[src/rtl/fp_pkg.sv]
// Shared FP datapath definitions: field widths, bias, special encodings,
// the packed binary32 layout and the normaliser FSM state encoding.
package fp_pkg;

  localparam int          EXP_W   = 8;
  localparam int          MAN_W   = 23;
  localparam int          BIAS    = 127;
  localparam logic [7:0]  EXP_INF = 8'hFF;

  // Internal exponent is 11-bit signed so back-to-back increments from the
  // largest raw exponent (383) never wrap.
  localparam int          IEXP_W  = 11;

  typedef enum logic [1:0] {
    IDLE  = 2'd0,
    NORM  = 2'd1,
    ROUND = 2'd2,
    PACK  = 2'd3
  } norm_state_t;

  typedef struct packed {
    logic             sign;
    logic [EXP_W-1:0] exp;
    logic [MAN_W-1:0] frac;
  } fp32_t;

endpackage

[src/rtl/fp_round_rne.sv]
// Round-to-nearest-even on a 24-bit significand with guard and sticky bits.
// On carry-out the significand renormalises to 1.0 (24'h800000) and the
// caller bumps the exponent.
module fp_round_rne
  import fp_pkg::*;
(
  input  logic [MAN_W:0] sig_in,
  input  logic           guard,
  input  logic           sticky,
  output logic [MAN_W:0] sig_out,
  output logic           carry
);

  logic            inc;
  logic [MAN_W+1:0] sum;

  // Round up only above the halfway point, or exactly at it when odd.
  always_comb begin
    inc     = guard & (sticky | sig_in[0]);
    sum     = {1'b0, sig_in} + {{(MAN_W+1){1'b0}}, inc};
    carry   = sum[MAN_W+1];
    sig_out = carry ? {1'b1, {MAN_W{1'b0}}} : sum[MAN_W:0];
  end

endmodule

[src/rtl/fp_mul_normalize.sv]
// Post-multiply normalise / round / pack stage of the binary32 multiplier.
// Four-state FSM: IDLE captures raw terms, NORM picks the significand window,
// ROUND applies RNE, PACK selects zero / inf / flush / normal encodings.
module fp_mul_normalize
  import fp_pkg::*;
(
  input  logic        clk,
  input  logic        n_rst,
  input  logic        norm_start,
  input  logic        raw_sign,
  input  logic [9:0]  raw_exp,
  input  logic [47:0] raw_mant,
  output logic        norm_busy,
  output logic [31:0] norm_result,
  output logic        norm_done,
  output logic        norm_overflow,
  output logic        norm_underflow
);

  norm_state_t              state;
  logic                     sign_q;
  logic signed [IEXP_W-1:0] exp_q;
  logic [47:0]              mant_q;
  logic [MAN_W:0]           sig_q;
  logic                     guard_q;
  logic                     sticky_q;
  logic                     zero_q;

  logic [MAN_W:0]           sig_rnd;
  logic                     rnd_carry;
  fp32_t                    pack_val;

  fp_round_rne u_rnd (
    .sig_in  (sig_q),
    .guard   (guard_q),
    .sticky  (sticky_q),
    .sig_out (sig_rnd),
    .carry   (rnd_carry)
  );

  assign norm_busy = (state != IDLE);

  // Encoding chosen in PACK: zero beats overflow beats underflow beats normal.
  always_comb begin
    pack_val = '0;
    pack_val.sign = sign_q;
    if (zero_q) begin
      pack_val.exp  = '0;
    end else if (exp_q >= 11'sd255) begin
      pack_val.exp  = EXP_INF;
    end else if (exp_q <= 11'sd0) begin
      pack_val.exp  = '0;
    end else begin
      pack_val.exp  = exp_q[EXP_W-1:0];
      pack_val.frac = sig_q[MAN_W-1:0];
    end
  end

  // FSM and datapath registers; done is a single-cycle pulse out of PACK.
  always_ff @(posedge clk or negedge n_rst) begin
    if (!n_rst) begin
      state          <= IDLE;
      sign_q         <= 1'b0;
      exp_q          <= '0;
      mant_q         <= '0;
      sig_q          <= '0;
      guard_q        <= 1'b0;
      sticky_q       <= 1'b0;
      zero_q         <= 1'b0;
      norm_result    <= '0;
      norm_done      <= 1'b0;
      norm_overflow  <= 1'b0;
      norm_underflow <= 1'b0;
    end else begin
      norm_done <= 1'b0;
      case (state)
        IDLE: begin
          if (norm_start) begin
            sign_q <= raw_sign;
            exp_q  <= {raw_exp[9], raw_exp};
            mant_q <= raw_mant;
            state  <= NORM;
          end
        end
        NORM: begin
          if (mant_q[47]) begin
            sig_q    <= mant_q[47:24];
            guard_q  <= mant_q[23];
            sticky_q <= |mant_q[22:0];
            exp_q    <= exp_q + 11'sd1;
          end else begin
            sig_q    <= mant_q[46:23];
            guard_q  <= mant_q[22];
            sticky_q <= |mant_q[21:0];
          end
          zero_q <= (mant_q[47:46] == 2'b00);
          state  <= ROUND;
        end
        ROUND: begin
          sig_q <= sig_rnd;
          if (rnd_carry) exp_q <= exp_q + 11'sd1;
          state <= PACK;
        end
        PACK: begin
          norm_result    <= pack_val;
          norm_overflow  <= !zero_q && (exp_q >= 11'sd255);
          norm_underflow <= !zero_q && (exp_q < 11'sd255) && (exp_q <= 11'sd0);
          norm_done      <= 1'b1;
          state          <= IDLE;
        end
        default: state <= IDLE;
      endcase
    end
  end

endmodule

[config.mk]
export PLATFORM = sky130hd
export DESIGN_NAME = fp_mul_normalize
export DESIGN_NICKNAME = d
export VERILOG_FILES = /design/src/rtl/fp_pkg.sv /design/src/rtl/fp_round_rne.sv /design/src/rtl/fp_mul_normalize.sv
export SDC_FILE = /design/constraint.sdc
export NUM_CORES = 1
export LEC_CHECK = 0
export ABC_AREA = 1
export CAP_MARGIN = 20
export CORE_MARGIN = 2
export CORE_UTILIZATION = 40
export CTS_BUF_LIST = sky130_fd_sc_hd__clkbuf_8
export CTS_CLUSTER_DIAMETER = 200
export DETAILED_ROUTE_END_ITERATION = 8
export SLEW_MARGIN = 20
export SYNTH_ARGS = -nofsm -noshare
export SYNTH_HDL_FRONTEND = slang
export SYNTH_SLANG_ARGS = --single-unit
export TNS_END_PERCENT = 10
[constraint.sdc]
create_clock -name clk -period 2.3 [get_ports clk]
set_input_delay 0.46 -clock clk [delete_from_list [all_inputs] [get_ports clk]]
set_output_delay 0.46 -clock clk [all_outputs]
set_load 0.02 [all_outputs]
==> qor.log <==
[status] outcome completed
[worst_setup_path] launching point of the worst reg2reg path sig_q[0]
[clock_tree] worst-case clock buffer depth 2
[drt] routed length on met3 748 um
[clock_tree] CTS tree done
[sta] Max Slew Vio Count 0
[worst_setup_path] worst setup path startpoint sig_q[0]
[synth] flip-flop and latch count after synthesis 124
[worst_setup_path] required time reported for the critical path endpoint 2640 ps
[worst_setup_path] critical path type reg2reg
[synth] top cell type by total area after synthesis dfrtp_1
[floorplan] total die area 17000 um^2
[placed_design] Post-Place Cells 1054
[pwr] worst voltage drop across the vdd grid 0.652 mV
[pwr] power density over cell area 1490 nW/um^2
[run] number of max-cap violations 0
[floorplan] core region area 15700 um^2
[sta] fin crit period 2040 ps
[sta] slew of the pin with the lowest slew margin 610 ps
[global_route] Congestion Overflow GR 0
[synth] instance count of the mapped netlist 757
[synth] most common library cells after synthesis 220 x nand2_1, 124 x dfrtp_1, 69 x nor2_1, 57 x nand3_1, 53 x a21oi_1
[worst_setup_path] crit-path max FO 12
[pwr] Leak 3.72 nW
[clock_tree] clock slew at the register clock pins of the worst setup and hold paths 80 ps
[synth] total number of yosys warnings 0
[worst_setup_path] worst reg-to-reg setup slack 260 ps
[floorplan] vertical die dimension 130 um
[global_route] initial antenna violation count 0
[drt] post-DR vias/cell 4.86
[worst_setup_path] delay of the slowest critical-path stage 420 ps
[clock_tree] Worst-Skew Late Latency 450 ps
[global_route] pin count of the biggest net entering global routing 54
[placed_design] input/output buffers 97
[drt] post-detailed-route count of antenna-violating nets 0
[worst_setup_path] critical path cell sequence nor2_1 > nor2_1 > ha_1 > ha_1 > nand2_1 > nor2_4 > nand2_2 > inv_2 > nand2_2 > nand2_4 > nand2_4 > inv_8 > nand2_1 > o21ai_1
[sta] Period Utilization, post-route 88.7%
[cells_and_area] Final Core Density 51.3%
[drt] count of TritonRoute iterations in the first routing pass 5
[cells_and_area] diodes inserted 0
[worst_setup_path] endpoint of the worst-slack reg-to-reg timing path exp_q[0]
[floorplan] Boundary Pins 98
[cells_and_area] fin cells 1086
[clock_tree] H-tree level count 4
[drt] iteration-0 DRC count of the detailed router 273
[synth] post-synthesis average cell area 8.42 um^2
[worst_hold_path] min-delay worst type in2async
[drt] uppermost metal layer occupied by signal nets met4
[sta] maximum frequency from static timing analysis 0.490 GHz
[drt] count of unresolved DRC violations after routing 0
[synth] Distinct cells, synth 41
[synth] cell with the most instances after synthesis nand2_1
[worst_setup_path] count of cells along the worst register-to-register path 14
[cells_and_area] # nets final 928
[worst_setup_path] standard cell with the maximum stage delay on the critical path dfrtp_1
[synth] cell area after synthesis 6380 um^2
[worst_setup_path] type of origin of the critical path register
[placed_design] total half-perimeter wirelength after legalization and detailed placement 11300 um
[global_route] overall global routing resource usage 19.3%
[drt] Detailed Route WL 15300 um
[clock_tree] setup bufs post-CTS 0
[sta] RSZ-0062 raised after global routing no
[synth] syn_nets 828
[worst_setup_path] Arrival @ worst endpoint 2380 ps
[clock_tree] clock root buffer master clkbuf_8
[cells_and_area] layout cells sized above 1 15.6%
[worst_setup_path] CP top delay family simple AND/OR/NAND/NOR gates
[synth] Primary FF master, synth dfrtp_1
[clock_tree] Hold-fix buffers, CTS 0
[sta] aggregate negative setup slack 0 ps
[sta] final hold viol count 0
[global_route] first-pass GRT wire length 25600 um
[sta] final setup violation count 0
[synth] share of synthesized registers carrying an async set or reset 100%
[synth] number of enable flip-flop cells after synthesis 0
[drt] vias after detailed routing 5278
[sta] clk_skew 14.2 ps
[floorplan] starting density of the core 40.6%
[drt] Metal-1 WL 7700 um
[clock_tree] clock buffer count from CTS 17
[placed_design] final RePlAce weighted congestion 0.871
[global_route] vias in the first global route 4994
[synth] register area share after synthesis 48.7%
[floorplan] Die Width 130 um
[floorplan] placement row count 46
[worst_setup_path] Worst Setup End Kind register
[cells_and_area] post-synthesis to final-layout area growth 26.4%
[sta] relative slew slack 59.3%
[clock_tree] total clock sinks 124
[synth] synth top area cells dfrtp_1 49%, nand2_1 13%, mux2_2 7.4%, nand3_1 4.5%, a21oi_1 4.2%
[drt] sum of met2 wire segment lengths after detailed routing 6570 um
[drt] post-detailed-route wirelength per cell 14.0 um
[worst_setup_path] buffer and inverter count on the worst path 2
[synth] fraction of synthesized cell area taken by the top area cell type 48.7%
-- worst max-delay path by stage --
stage	endpoint	slack, ps	cells after the start
after detailed placement	exp_q[0]	190	14
after floorplan	exp_q[10]	490	15
final	exp_q[0]	260	14
after global placement	exp_q[5]	300	14
after CTS	exp_q[0]	190	14
after global routing	exp_q[0]	20	14
-- cell usage in the layout (no fill, tap or decap), types with 3 or more instances in the layout --
| cell type | count |
|---|---|
| nor2_1 | 69 |
| a21oi_1 | 52 |
| o21ai_0 | 22 |
| o21ai_2 | 7 |
| nor4_1 | 4 |
| o21bai_1 | 3 |
| a22oi_1 | 3 |
| nand3b_1 | 4 |
| dfrtp_1 | 124 |
| clkdlybuf4s50_1 | 95 |
| nand2_2 | 9 |
| inv_2 | 4 |
| buf_4 | 18 |
| inv_1 | 42 |
| ha_1 | 9 |
| xor2_1 | 4 |
| mux2_2 | 42 |
| nand4_1 | 6 |
| or2_2 | 4 |
| o21ai_1 | 3 |
| nor2_2 | 8 |
| nor2_4 | 3 |
| bufinv_16 | 4 |
| a31oi_1 | 4 |
| inv_6 | 6 |
| clkbuf_8 | 17 |
| xnor2_1 | 3 |
| nand2_1 | 219 |
| nand3_1 | 57 |
-- per-layer routing --
layer / vias up / track usage [%]
li1: 2677 / -
met1: 2439 / 29.4
met2: 139 / 27.3
met3: 23 / 3.94
met4: 0 / 6.83
met5: - / 0
-- power breakdown --
part	internal, mW	switching (mW)
registers	3.23	0.889
logic	2.39	3.38
clock network	1.20	0.949
total	6.82	5.21
-- kinds of logic after synthesis --
family,Yosys count,share of synthesized area [%]
AO/OA/AOI/OAI,99,8.67
XOR/XNOR,7,0.962
adder cells (fa/ha/maj),9,1.77
buffers and inverters,82,5.67
flip-flops,124,48.7
multiplexers,44,7.73
AND/OR/NAND/NOR,392,26.5
-- area by class of cell --
type | count | area (um^2)
Clock inverter | 15 | 210
Fill cell | 1502 | 7650
Tap cell | 216 | 270
Inverter | 47 | 184
Timing Repair Buffer | 116 | 1130
Sequential cell | 124 | 3100
Clock buffer | 17 | 234
Multi-Input combinational cell | 551 | 2920
-- stage by stage --
stage	power (mW)	hold slack [ps]	worst slack [ps]	area, um^2
6_report	12.0	25.5	260	8060
5_1_grt	13.1	42.4	16.9	8060
4_1_cts	12.1	19.4	189	8050
3_5_place_dp	9.92	465	193	7600
3_3_place_gp	9.77	463	299	7600
2_1_floorplan	8.15	164	489	6380
-- timing repair --
item / 4_1_cts / 5_1_grt
gates cloned: 0 / 0
gates resized for setup: 1 / 3
setup endpoints to repair: 1 / 4
-- registers in the layout, indices dropped and copies added (netlist names) --
name	flops
exp_q	11
guard_q	1
mant_q	48
norm_done	1
norm_overflow	1
norm_result	32
norm_underflow	1
sig_q	24
sign_q	1
state	2
sticky_q	1
zero_q	1
No activity file was read; power rests on OpenSTA's default activity.
